**src/rtl/jtframe_inputs_pkg.sv**
```systemverilog
// Shared constants and coin-channel state type for the jtframe_inputs conditioner.
package jtframe_inputs_pkg;

  localparam int CNTW  = 4;

  localparam int UP    = 0;
  localparam int DOWN  = 1;
  localparam int LEFT  = 2;
  localparam int RIGHT = 3;
  localparam int FIRE1 = 4;

  typedef enum logic [1:0] {
    IDLE   = 2'd0,
    ACTIVE = 2'd1,
    HOLD   = 2'd2
  } coin_st_e;

endpackage

```
**src/rtl/jtframe_coin_ch.sv**
```systemverilog
// One coin channel: edge detect on the synced coin, IDLE/ACTIVE/HOLD FSM and
// a frame counter that stretches a press into a COIN_LEN-frame pulse.
module jtframe_coin_ch
  import jtframe_inputs_pkg::*;
#(
  parameter int COIN_LEN = 4
)(
  input  logic clk,
  input  logic rst,
  input  logic coin_s,
  input  logic tick_s,
  output logic active_o,
  output logic accept_o
);

  coin_st_e        st_q, st_d;
  logic [CNTW-1:0] cnt_q, cnt_d;
  logic            prev_q, prev_d;

  // Next-state logic; edges outside IDLE are ignored so one press is one pulse.
  always_comb begin
    st_d     = st_q;
    cnt_d    = cnt_q;
    prev_d   = coin_s;
    accept_o = 1'b0;
    case (st_q)
      IDLE: begin
        if (coin_s && !prev_q) begin
          st_d     = ACTIVE;
          cnt_d    = CNTW'(COIN_LEN);
          accept_o = 1'b1;
        end else begin
          st_d = IDLE;
        end
      end
      ACTIVE: begin
        if (tick_s) begin
          cnt_d = cnt_q - CNTW'(1);
          if (cnt_q == CNTW'(1)) begin
            st_d = HOLD;
          end else begin
            st_d = ACTIVE;
          end
        end else begin
          st_d = ACTIVE;
        end
      end
      HOLD: begin
        if (!coin_s) begin
          st_d = IDLE;
        end else begin
          st_d = HOLD;
        end
      end
      default: begin
        st_d  = IDLE;
        cnt_d = {CNTW{1'b0}};
      end
    endcase
  end

  // Channel state registers.
  always_ff @(posedge clk or posedge rst) begin
    if (rst) begin
      st_q   <= IDLE;
      cnt_q  <= {CNTW{1'b0}};
      prev_q <= 1'b0;
    end else begin
      st_q   <= st_d;
      cnt_q  <= cnt_d;
      prev_q <= prev_d;
    end
  end

  assign active_o = (st_q == ACTIVE);

endmodule

```
**src/rtl/jtframe_inputs.sv**
```systemverilog
// Cabinet-input conditioner: synchronisers, SOCD cleaning, frame-timed coins,
// pause toggle and coin meter. Optional autofire on fire 1 with JTFRAME_AUTOFIRE_EN.
module jtframe_inputs
  import jtframe_inputs_pkg::*;
#(
  parameter int PLAYERS     = 2,
  parameter int JOYW        = 10,
  parameter int COIN_LEN    = 4,
  parameter int SYNC_STAGES = 2,
  parameter int ACTIVE_LOW  = 1
`ifdef JTFRAME_AUTOFIRE_EN
  ,
  parameter int AUTOFIRE_DIV = 3
`endif
)(
  input  logic                    clk,
  input  logic                    rst,
  input  logic                    LVBL,
  input  logic [PLAYERS*JOYW-1:0] joy_in,
  input  logic [PLAYERS-1:0]      coin_in,
  input  logic [PLAYERS-1:0]      start_in,
  input  logic                    pause_btn,
  input  logic                    osd_pause,
  output logic [PLAYERS*JOYW-1:0] game_joystick,
  output logic [PLAYERS-1:0]      game_coin,
  output logic [PLAYERS-1:0]      game_start,
  output logic                    game_pause,
  output logic                    coin_cnt
);

  localparam int   JW   = PLAYERS * JOYW;
  localparam int   RAWW = JW + 2 * PLAYERS + 3;
  localparam logic INV  = (ACTIVE_LOW != 0);

  logic [SYNC_STAGES-1:0][RAWW-1:0] sync_q, sync_d;
  logic [JW-1:0]      joy_s, joy_socd_s, joy_final_s, af_clr_s;
  logic [PLAYERS-1:0] coin_s, start_s, coin_act_s, coin_acc_s;
  logic               lvbl_s, pbtn_s, osd_s, tick_s, start_edge_s;

  logic               lvbl_prev_q, lvbl_prev_d;
  logic               pbtn_prev_q, pbtn_prev_d;
  logic [PLAYERS-1:0] start_prev_q, start_prev_d;
  logic               pause_q, pause_d;
  logic [JW-1:0]      game_joystick_q, game_joystick_d;
  logic [PLAYERS-1:0] game_coin_q, game_coin_d;
  logic [PLAYERS-1:0] game_start_q, game_start_d;
  logic               game_pause_q, game_pause_d;
  logic               coin_cnt_q, coin_cnt_d;

  // Every raw input travels through the same synchroniser chain.
  always_comb begin
    sync_d    = sync_q;
    sync_d[0] = {osd_pause, pause_btn, LVBL, start_in, coin_in, joy_in};
    for (int i = 1; i < SYNC_STAGES; i++) begin
      sync_d[i] = sync_q[i-1];
    end
  end

  assign {osd_s, pbtn_s, lvbl_s, start_s, coin_s, joy_s} = sync_q[SYNC_STAGES-1];
  assign tick_s = lvbl_prev_q & ~lvbl_s;

  for (genvar p = 0; p < PLAYERS; p++) begin : g_pl
    if (JOYW >= 4) begin : g_socd
      logic [JOYW-1:0] js;
      assign js = joy_s[p*JOYW +: JOYW];
      assign joy_socd_s[p*JOYW+UP]    = js[UP]    & ~js[DOWN];
      assign joy_socd_s[p*JOYW+DOWN]  = js[DOWN]  & ~js[UP];
      assign joy_socd_s[p*JOYW+LEFT]  = js[LEFT]  & ~js[RIGHT];
      assign joy_socd_s[p*JOYW+RIGHT] = js[RIGHT] & ~js[LEFT];
      if (JOYW > 4) begin : g_btn
        assign joy_socd_s[p*JOYW+4 +: JOYW-4] = js[JOYW-1:4];
      end
    end else begin : g_pass
      assign joy_socd_s[p*JOYW +: JOYW] = joy_s[p*JOYW +: JOYW];
    end

    jtframe_coin_ch #(
      .COIN_LEN (COIN_LEN)
    ) u_coin (
      .clk      (clk),
      .rst      (rst),
      .coin_s   (coin_s[p]),
      .tick_s   (tick_s),
      .active_o (coin_act_s[p]),
      .accept_o (coin_acc_s[p])
    );
  end

`ifdef JTFRAME_AUTOFIRE_EN
  if (JOYW > FIRE1) begin : g_af
    logic [PLAYERS-1:0][CNTW-1:0] hold_q, hold_d;
    logic [PLAYERS-1:0][7:0]      div_q, div_d;
    logic [PLAYERS-1:0]           af_q, af_d;

    // Autofire starts after 9 held frames, then toggles every AUTOFIRE_DIV ticks.
    always_comb begin
      hold_d   = hold_q;
      div_d    = div_q;
      af_d     = af_q;
      af_clr_s = {JW{1'b0}};
      for (int p = 0; p < PLAYERS; p++) begin
        if (!joy_socd_s[p*JOYW+FIRE1]) begin
          hold_d[p] = {CNTW{1'b0}};
          div_d[p]  = 8'd0;
          af_d[p]   = 1'b0;
        end else if (tick_s) begin
          if (hold_q[p] < CNTW'(9)) begin
            hold_d[p] = hold_q[p] + CNTW'(1);
          end else if (div_q[p] >= 8'(AUTOFIRE_DIV - 1)) begin
            div_d[p] = 8'd0;
            af_d[p]  = ~af_q[p];
          end else begin
            div_d[p] = div_q[p] + 8'd1;
          end
        end else begin
          hold_d[p] = hold_q[p];
        end
        af_clr_s[p*JOYW+FIRE1] = af_q[p] & joy_socd_s[p*JOYW+FIRE1];
      end
    end

    // Autofire counters.
    always_ff @(posedge clk or posedge rst) begin
      if (rst) begin
        hold_q <= '0;
        div_q  <= '0;
        af_q   <= {PLAYERS{1'b0}};
      end else begin
        hold_q <= hold_d;
        div_q  <= div_d;
        af_q   <= af_d;
      end
    end
  end else begin : g_no_af
    assign af_clr_s = {JW{1'b0}};
  end
`else
  assign af_clr_s = {JW{1'b0}};
`endif

  assign joy_final_s = joy_socd_s & ~af_clr_s;

  // Pause toggle, edge trackers and output formatting.
  always_comb begin
    lvbl_prev_d  = lvbl_s;
    pbtn_prev_d  = pbtn_s;
    start_prev_d = start_s;
    start_edge_s = |(start_s & ~start_prev_q);
    if (pbtn_s && !pbtn_prev_q) begin
      pause_d = ~pause_q;
    end else if (start_edge_s) begin
      pause_d = 1'b0;
    end else begin
      pause_d = pause_q;
    end
    game_pause_d    = pause_d | osd_s;
    game_joystick_d = joy_final_s ^ {JW{INV}};
    game_coin_d     = coin_act_s ^ {PLAYERS{INV}};
    game_start_d    = start_s ^ {PLAYERS{INV}};
    coin_cnt_d      = |coin_acc_s;
  end

  // Synchronisers and registered outputs.
  always_ff @(posedge clk or posedge rst) begin
    if (rst) begin
      sync_q          <= '0;
      lvbl_prev_q     <= 1'b0;
      pbtn_prev_q     <= 1'b0;
      start_prev_q    <= {PLAYERS{1'b0}};
      pause_q         <= 1'b0;
      game_joystick_q <= {JW{INV}};
      game_coin_q     <= {PLAYERS{INV}};
      game_start_q    <= {PLAYERS{INV}};
      game_pause_q    <= 1'b0;
      coin_cnt_q      <= 1'b0;
    end else begin
      sync_q          <= sync_d;
      lvbl_prev_q     <= lvbl_prev_d;
      pbtn_prev_q     <= pbtn_prev_d;
      start_prev_q    <= start_prev_d;
      pause_q         <= pause_d;
      game_joystick_q <= game_joystick_d;
      game_coin_q     <= game_coin_d;
      game_start_q    <= game_start_d;
      game_pause_q    <= game_pause_d;
      coin_cnt_q      <= coin_cnt_d;
    end
  end

  assign game_joystick = game_joystick_q;
  assign game_coin     = game_coin_q;
  assign game_start    = game_start_q;
  assign game_pause    = game_pause_q;
  assign coin_cnt      = coin_cnt_q;

endmodule

```
**config.mk**
```make
export PLATFORM = sky130hd
export DESIGN_NAME = jtframe_inputs
export DESIGN_NICKNAME = d
export VERILOG_FILES = /design/src/rtl/jtframe_inputs_pkg.sv /design/src/rtl/jtframe_coin_ch.sv /design/src/rtl/jtframe_inputs.sv
export SDC_FILE = /design/constraint.sdc
export NUM_CORES = 1
export LEC_CHECK = 0
export CORE_UTILIZATION = 29
export CTS_BUF_LIST = sky130_fd_sc_hd__clkbuf_8
export DETAILED_ROUTE_END_ITERATION = 8
export HOLD_SLACK_MARGIN = 0.05
export PLACE_DENSITY = 0.56
export SYNTH_ARGS = -nofsm -noshare
export SYNTH_HDL_FRONTEND = slang
export SYNTH_HIERARCHICAL = 1
export SYNTH_SLANG_ARGS = --single-unit
```
**constraint.sdc**
```tcl
create_clock -name clk -period 2.78 [get_ports clk]
set_input_delay 0.417 -clock clk [delete_from_list [all_inputs] [get_ports clk]]
set_output_delay 0.417 -clock clk [all_outputs]
set_load 0.01 [all_outputs]
```
# After elaboration in Yosys (flattened, before gate mapping)
# Cells that the tools add are included.
# word_totals
reg_bits	99
input_bits	29
out_inout_bits	26
elab_cells	90
# op_classes
add_sub_neg	2
n_eq_ne	10
n_mux	22
n_bitwise	27
reduce_logical	12
# op_table
cell	n
one-hot mux 4 bit (3 select lines)	2
inverter 20 bit	1
two-way mux 4 bit	4
two-way mux 2 bit	6
inverter 1 bit	12
one-hot mux 2 bit (3 select lines)	2
bitwise AND 1 bit	9
== test 4 x 1 -> 1 bit, second input constant	2
two-way mux 1 bit	8
subtractor 4 x 1 -> 4 bit, second input constant	2
!= test 2 x 1 -> 1 bit, second input constant	3
inverter 2 bit	3
AND reduction 3 bit	2
== test 2 x 1 -> 1 bit, second input constant	2
== test 2 bit, second input constant	2
logical NOT 2 bit	2
OR reduction 2 bit	2
logical AND 1 bit	3
logical NOT 1 bit	3
bitwise AND 2 bit	1
!= test 2 bit, second input constant	1
OR 1 bit	1

# Logic depth before layout (Yosys ltp)
# Gate-level depths: netlist of run 1.
# logic_depth
ltp_word	6
depth_mapped	5
ltp_nobuf	5

# Cells and area by module
# The synthesis of run 1 kept the hierarchy.
# by_module_without_submodules
module	instances	cells_per_inst	area_each_um2	seq_area_each_um2
jtframe_inputs	1	119	2338.5	2157.1
jtframe_coin_ch	2	40	387.9	175.2

# Least setup slack after synthesis of run 1
# Ideal clock, no wire load.
# synth_path
path_type	register -> register
from	register sync_q, in the netlist lvbl_prev_d
to	register g_pl[0].u_coin.cnt_q[1]
setup_ns	0.121
arrival_ns	1.384
required_ns	2.659
path_slack_ns	1.275
path_stages_with_launch	5
n_path_buf	0
synth_period_minus_slack_ns	1.505
cell_sequence	dfrtp_1 nor2b_1 inv_1 mux2i_1 a32o_2
# synth_between
elab_chain_cells	4
# synth_lines
element	line_no	rtl
start: declaration	jtframe_inputs.sv:35	logic [SYNC_STAGES-1:0][RAWW-1:0] sync_q, sync_d;
start signal: assignment	jtframe_inputs.sv:177	sync_q <= sync_d;
inverter 1 bit	jtframe_inputs.sv:60	assign tick_s = lvbl_prev_q & ~lvbl_s;
bitwise AND 1 bit	jtframe_inputs.sv:60	
via tick_s	jtframe_inputs.sv:38	logic lvbl_s, pbtn_s, osd_s, tick_s, start_edge_s;
!= test 2 x 1 -> 1 bit (no line)	n/a	
AND reduction 3 bit (no line)	n/a	
end signal: assignment	jtframe_coin_ch.sv:66	cnt_q <= {CNTW{1'b0}};
end signal: assignment	jtframe_coin_ch.sv:70	cnt_q <= cnt_d;
end: declaration	jtframe_coin_ch.sv:17	logic [CNTW-1:0] cnt_q, cnt_d;
# The timed path passes the listed nets, and every way through them passes these cells.
# A chain may end at the register's enable or synchronous reset.

# Final worst setup path of run 1
# layout_path
from	register game_joystick_q[19] (netlist: game_joystick[19])
to	output port game_joystick[19]
# layout_lines
element	line_no	rtl
start: declaration	jtframe_inputs.sv:44	logic [JW-1:0] game_joystick_q, game_joystick_d;
start signal: assignment	jtframe_inputs.sv:171	game_joystick_q <= {JW{INV}};
start signal: assignment	jtframe_inputs.sv:182	game_joystick_q <= game_joystick_d;
end: declaration	jtframe_inputs.sv:24	output logic [PLAYERS*JOYW-1:0] game_joystick,
# No word-level cell between the ends.

==> results.toml, run 1 <==
[setup_path]
worstPathMaxFanout = 1
end_kind = "output pin"
required_ps = 2360
crit_arrival_ps = 1420
reg2reg_depth = 4
critical_path_cell_count = 1
crit_slowest_cell = "dfstp_2"
path_cells = "clkdlybuf4s50_1"
cp.buffers_inverters = 1
worstSetupPathType = "register to output pin"
reg2reg_from = "lvbl_prev_d$_DFF_PP0_"
cpPeakStageDelay_ps = 540
r2r_slack_ps = 1010
crit_family = "flip-flops"
worstReg2RegEnd = "g_pl[1].u_coin/cnt_q[1]$_DFFE_PP0P_"
startpoint = "game_joystick[19]$_DFF_PP1_"
crit_end = "game_joystick[19]"
cp-start-kind = "register"

[timing]
tns_ps = 0
whs_ps = 351
final.min_clock_period_ps = 1840
slew_violations = 0
worstMarginPinSlew_ps = 871
hold_violations = 0
fmax_mhz = 545
final-setup-viol-count = 0
slew_headroom = 0.418
finalClockSkew_ps = 8.32
post-route-period-util = 0.661
rsz0062_at_grt = "no"
fin_ws_ps = 944

[floorplanning]
die_w_um = 106
start_util = 0.300
core_area_um2 = 10400
dieArea_um2 = 11200
dieHeight_um = 106
rows = 37
io_pins = 55

[yosys]
synth_xor_area_frac = 0
synth_cells = 199
ys_seq_elements = 99
yosysUniqueCellTypes = 26
yosysTopAreaCell = "dfrtp_1"
synth_fa_ha_area_frac = 0.0161
yosys-top-cells-area = "dfrtp_1, dfstp_2, inv_1"
seq_area_frac_synth = 0.805
syn_nets = 232
avgSynthCellArea_um2 = 15.6
yosysWarnings = 6
synth_top_family_by_area = "simple AND/OR/NAND/NOR gates"
synthSimpleGateAreaFrac = 0.0840
syn_area_um2 = 3110
synth_mux_area_frac = 0.00643
synthDominantCellAreaShare = 0.603
synth_compound_area_frac = 0.0498

[placement]
pre_cts_ws_ps = 1030
port_buffers = 54
place_congestion = 0.758
place_hpwl_mm = 2.97

[global_route]
grt-ovfl-total = 0
grtUsageTotal = 0.0922
grt.busiest_layer = "met2"
globalRouteMet1Util = 0.116
grt_pass1_vias = 1653
met3_usage = 0.0365
grt_antenna_before_repair = 0
met2_usage = 0.137
grt_pass1_wl_mm = 7.75
grt_start_max_net_pins = 42

[clock_network]
hold_buffers = 0
clk_latency_ps = 350
clk_pin_slew_ps = 100
cts_setup_buffers = 0
clock-sinks = 99
cts_resized = 0
cts_buffer_depth = 2
root_buffer = "clkbuf_8"
h-tree-depth = 3
cts_tree = "done"
cts_buffers = 9

[finish]
final_common_cell = "dfrtp_1"
nNetsFinal = 299
drive_gt1_frac = 0.192
syn_to_final_growth_pct = 30.7
diodes = 0
final_cell_mix = "dfrtp_1, clkdlybuf4s50_1, inv_1"
utilization = 0.392

[drt]
routedWlPerCell_um = 11.3
first_pass_iters = 4
postRouteAntennaNets = 0
drc = 0
drt_iter0_markers = 35
avgViaCountPerCell = 3.97
routed_wl_mm = 4.59
dr_total_vias = 1615

[min_path]
min-delay-path-class = "register to register"

[power_and_ir_drop]
p_leak_nw = 1.82
power.density_nw_per_um2 = 766
vdd_drop_max_mv = 0.255

[run]
maxCapViolations = 0

[status]
status = "finished, final reports clean"
metal layers:
metal / wire [µm] / vias to the layer above / share of wire
met1: 2090 / 798 / 0.45
met4: 74 / 0 / 0.016
li1: - / 769 / -
met2: 2170 / 39 / 0.47
met3: 262 / 9 / 0.057
met5: 0 / - / 0
worst min path at each step:
stage	startpoint	end	slack (ps)	cells past startpoint
after floorplan	rst	g_pl[0].u_coin/cnt_q[0]$_DFFE_PP0P_	220	1
final	g_pl[1].g_socd.js[4]$_DFF_PP0_	game_joystick[14]$_DFF_PP1_	350	1
after CTS	g_pl[1].g_socd.js[4]$_DFF_PP0_	game_joystick[14]$_DFF_PP1_	350	1
after detailed placement	sync_d[40]$_DFF_PP0_	g_pl[1].g_socd.js[3]$_DFF_PP0_	330	0
after global placement	sync_d[46]$_DFF_PP0_	g_pl[1].g_socd.js[9]$_DFF_PP0_	330	0
after global routing	g_pl[1].g_socd.js[4]$_DFF_PP0_	game_joystick[14]$_DFF_PP1_	360	1
synthesized netlist by cell type:
cell,number
a21oi_1,4
a221oi_2,2
a32o_2,2
dfrtp_1,75
dfstp_2,24
ha_1,4
inv_1,32
mux2i_1,2
nand2_1,6
nand2b_1,12
nand2b_4,1
nand3_1,2
nand3b_1,2
nand4_1,2
nand4_2,1
nor2_1,6
nor2b_1,1
nor3_1,4
o211ai_1,3
o21ai_0,4
o21ai_1,1
o2bb2ai_1,2
o311ai_0,2
or2_2,1
or3b_1,2
or4b_4,2
flip-flops by register name, summed over array words and instances, names as in the netlist, 2 cells and up:
register            count
game_joystick          20
game_start              2
g_pl.u_coin/cnt_q       8
start_prev_q            2
start_prev_d            2
g_pl.u_coin/st_q        4
g_pl.u_coin/prev_q      2
coin_s                  2
sync_d                 27
game_coin               2
g_pl.g_socd.js         20
report_power, final:
part           switching [W]  internal, W  total (W)
Combinational       0.000223     0.000227   0.000450
Clock               0.000503     0.000461   0.000965
Sequential         0.0000994      0.00161    0.00170
layout make-up:
| class | count | area [µm²] |
|---|---|---|
| clock inverter | 6 | 78.8 |
| timing repair buffer | 56 | 568 |
| tap | 136 | 170 |
| fill | 989 | 6300 |
| multi-input combinational | 68 | 487 |
| clock buffer | 10 | 138 |
| inverter | 32 | 121 |
| sequential | 99 | 2510 |
cells by family after synthesis:
family,after synthesis
muxes,2
DFF,99
adders and majority gates,4
buffers and inverters,32
and+or+nand+nor,42
AOI/OAI and AO/OA,20
through the flow:
step	total power (W)	cell area (µm²)	cells
final	0.00312	4070	407
after floorplan	0.00200	3110	199
after global routing	0.00332	4070	407
after CTS	0.00318	4070	407
after global placement	0.00217	3850	391
after detailed placement	0.00219	3850	391
Note: power is estimated with default switching activity, not from simulation.
==> run 2: changes to the inputs <==
- PLACE_DENSITY: 0.56 -> 0.58
- clock period: 2.78 -> 1.5 ns (I/O delays scaled with it)
==> run 2 against run 1 <==
  * Count of clock-buffer cells in the layout down 1
  * Die area unchanged
  * Clock skew up 7.0 ps
  * Utilization down 0.24 points
  * Via count up 0.93%
  * Combinational power up 81%
  * Sequential power up 86%
  * Cell count up 0.49%
  * Design area down 0.61%
  * Clock power up 66%
==> results.toml, run 2 (synthesized netlist as in run 1, its figures left out) <==
[status]
status = "finished, final reports clean"

[floorplanning]
core_area_um2 = 10400
dieArea_um2 = 11200
dieHeight_um = 106
io_pins = 55
rows = 37
die_w_um = 106
start_util = 0.300

[clock_network]
cts_resized = 24
cts_tree = "done"
h-tree-depth = 3
hold_buffers = 0
root_buffer = "clkbuf_8"
cts_buffers = 9
clock-sinks = 99
clk_pin_slew_ps = 100
cts_buffer_depth = 2
clk_latency_ps = 350
cts_setup_buffers = 0

[drt]
drt_iter0_markers = 113
routedWlPerCell_um = 11.1
postRouteAntennaNets = 0
dr_total_vias = 1630
first_pass_iters = 4
drc = 0
avgViaCountPerCell = 3.99
routed_wl_mm = 4.54

[finish]
final_common_cell = "dfrtp_1"
utilization = 0.390
diodes = 0
fin_cells = 409
nNetsFinal = 301
largest_reg_flops = 27
drive_gt1_frac = 0.201
final_cell_mix = "dfrtp_1, inv_1, clkdlybuf4s50_1"
syn_to_final_growth_pct = 29.9

[global_route]
grt_start_max_net_pins = 42
grt_antenna_before_repair = 0
grt-ovfl-total = 0
grt_pass1_vias = 1734
grt_pass1_wl_mm = 8.14
grtUsageTotal = 0.0949

[power_and_ir_drop]
report.power.total_w = 0.00557
p_leak_nw = 1.84
power.density_nw_per_um2 = 1380
vdd_drop_max_mv = 0.536

[setup_path]
crit_arrival_ps = 1210
cp-start-kind = "register"
crit_family = "buffers and inverters"
path_cells = "clkdlybuf4s50_1"
end_kind = "output pin"
startpoint = "coin_cnt$_DFF_PP0_"
required_ps = 1270
reg2reg_from = "g_pl[1].u_coin/st_q[1]$_DFF_PP0_"
worstSetupPathType = "register to output pin"
crit_slowest_cell = "clkdlybuf4s50_1"
cpPeakStageDelay_ps = 530
worstPathMaxFanout = 1
cp.buffers_inverters = 1

[timing]
slew_headroom = 0.775
post-route-period-util = 0.958
hold_violations = 0
tns_ps = 0
final-setup-viol-count = 0
slew_violations = 0
fin_ws_ps = 63.6
worstMarginPinSlew_ps = 333
fmax_mhz = 696
final.min_clock_period_ps = 1440
rsz0062_at_grt = "no"
finalClockSkew_ps = 15.3

[placement]
port_buffers = 54
pre_cts_ws_ps = 173
place_hpwl_mm = 3.11
place_congestion = 0.853
dp.cells = 393

[run]
maxCapViolations = 0

[min_path]
min-delay-path-class = "input port to asynchronous set/reset pin"
-- run 2: final timing paths --
check / cells after the start / to / slack, ps
max: 1 / coin_cnt / 60
min: 2 / g_pl[0].u_coin/st_q[1]$_DFF_PP0_ / 230
max reg2reg: 3 / g_pl[1].u_coin/cnt_q[0]$_DFFE_PP0P_ / 150
min reg2reg: 1 / game_joystick[7]$_DFF_PP1_ / 350
max in group asynchronous: 3 / game_joystick[4]$_DFF_PP1_ / 720
min in group clk: 1 / sync_d[28]$_DFF_PP0_ / 300
-- run 2: layout make-up --
cell class,instances,area (µm²)
Clock buffer,9,124
Clock inverter,7,65.1
Fill cell,1007,6320
Inverter,32,124
Multi-Input combinational cell,68,489
Sequential cell,99,2510
Tap cell,136,170
Timing Repair Buffer,58,566
-- run 2: routing by layer --
metal | routed length (µm) | GRT usage
met1 | 2080 | 0.120
met2 | 2140 | 0.146
met3 | 279 | 0.0396
met4 | 42 | 0.0357
met5 | 0 | 0
-- run 2: power by group --
part           internal (W)  switching (W)
sequential          0.00297       0.000183
clock              0.000642       0.000954
combinational      0.000395       0.000421
total               0.00401        0.00156
-- run 2: per-stage QoR --
step	hold slack [ps]	instance area [µm²]
after detailed placement	335	3890
after global placement	332	3890
after CTS	221	4050
after floorplan	28.4	3120
after global routing	236	4050
final	227	4050
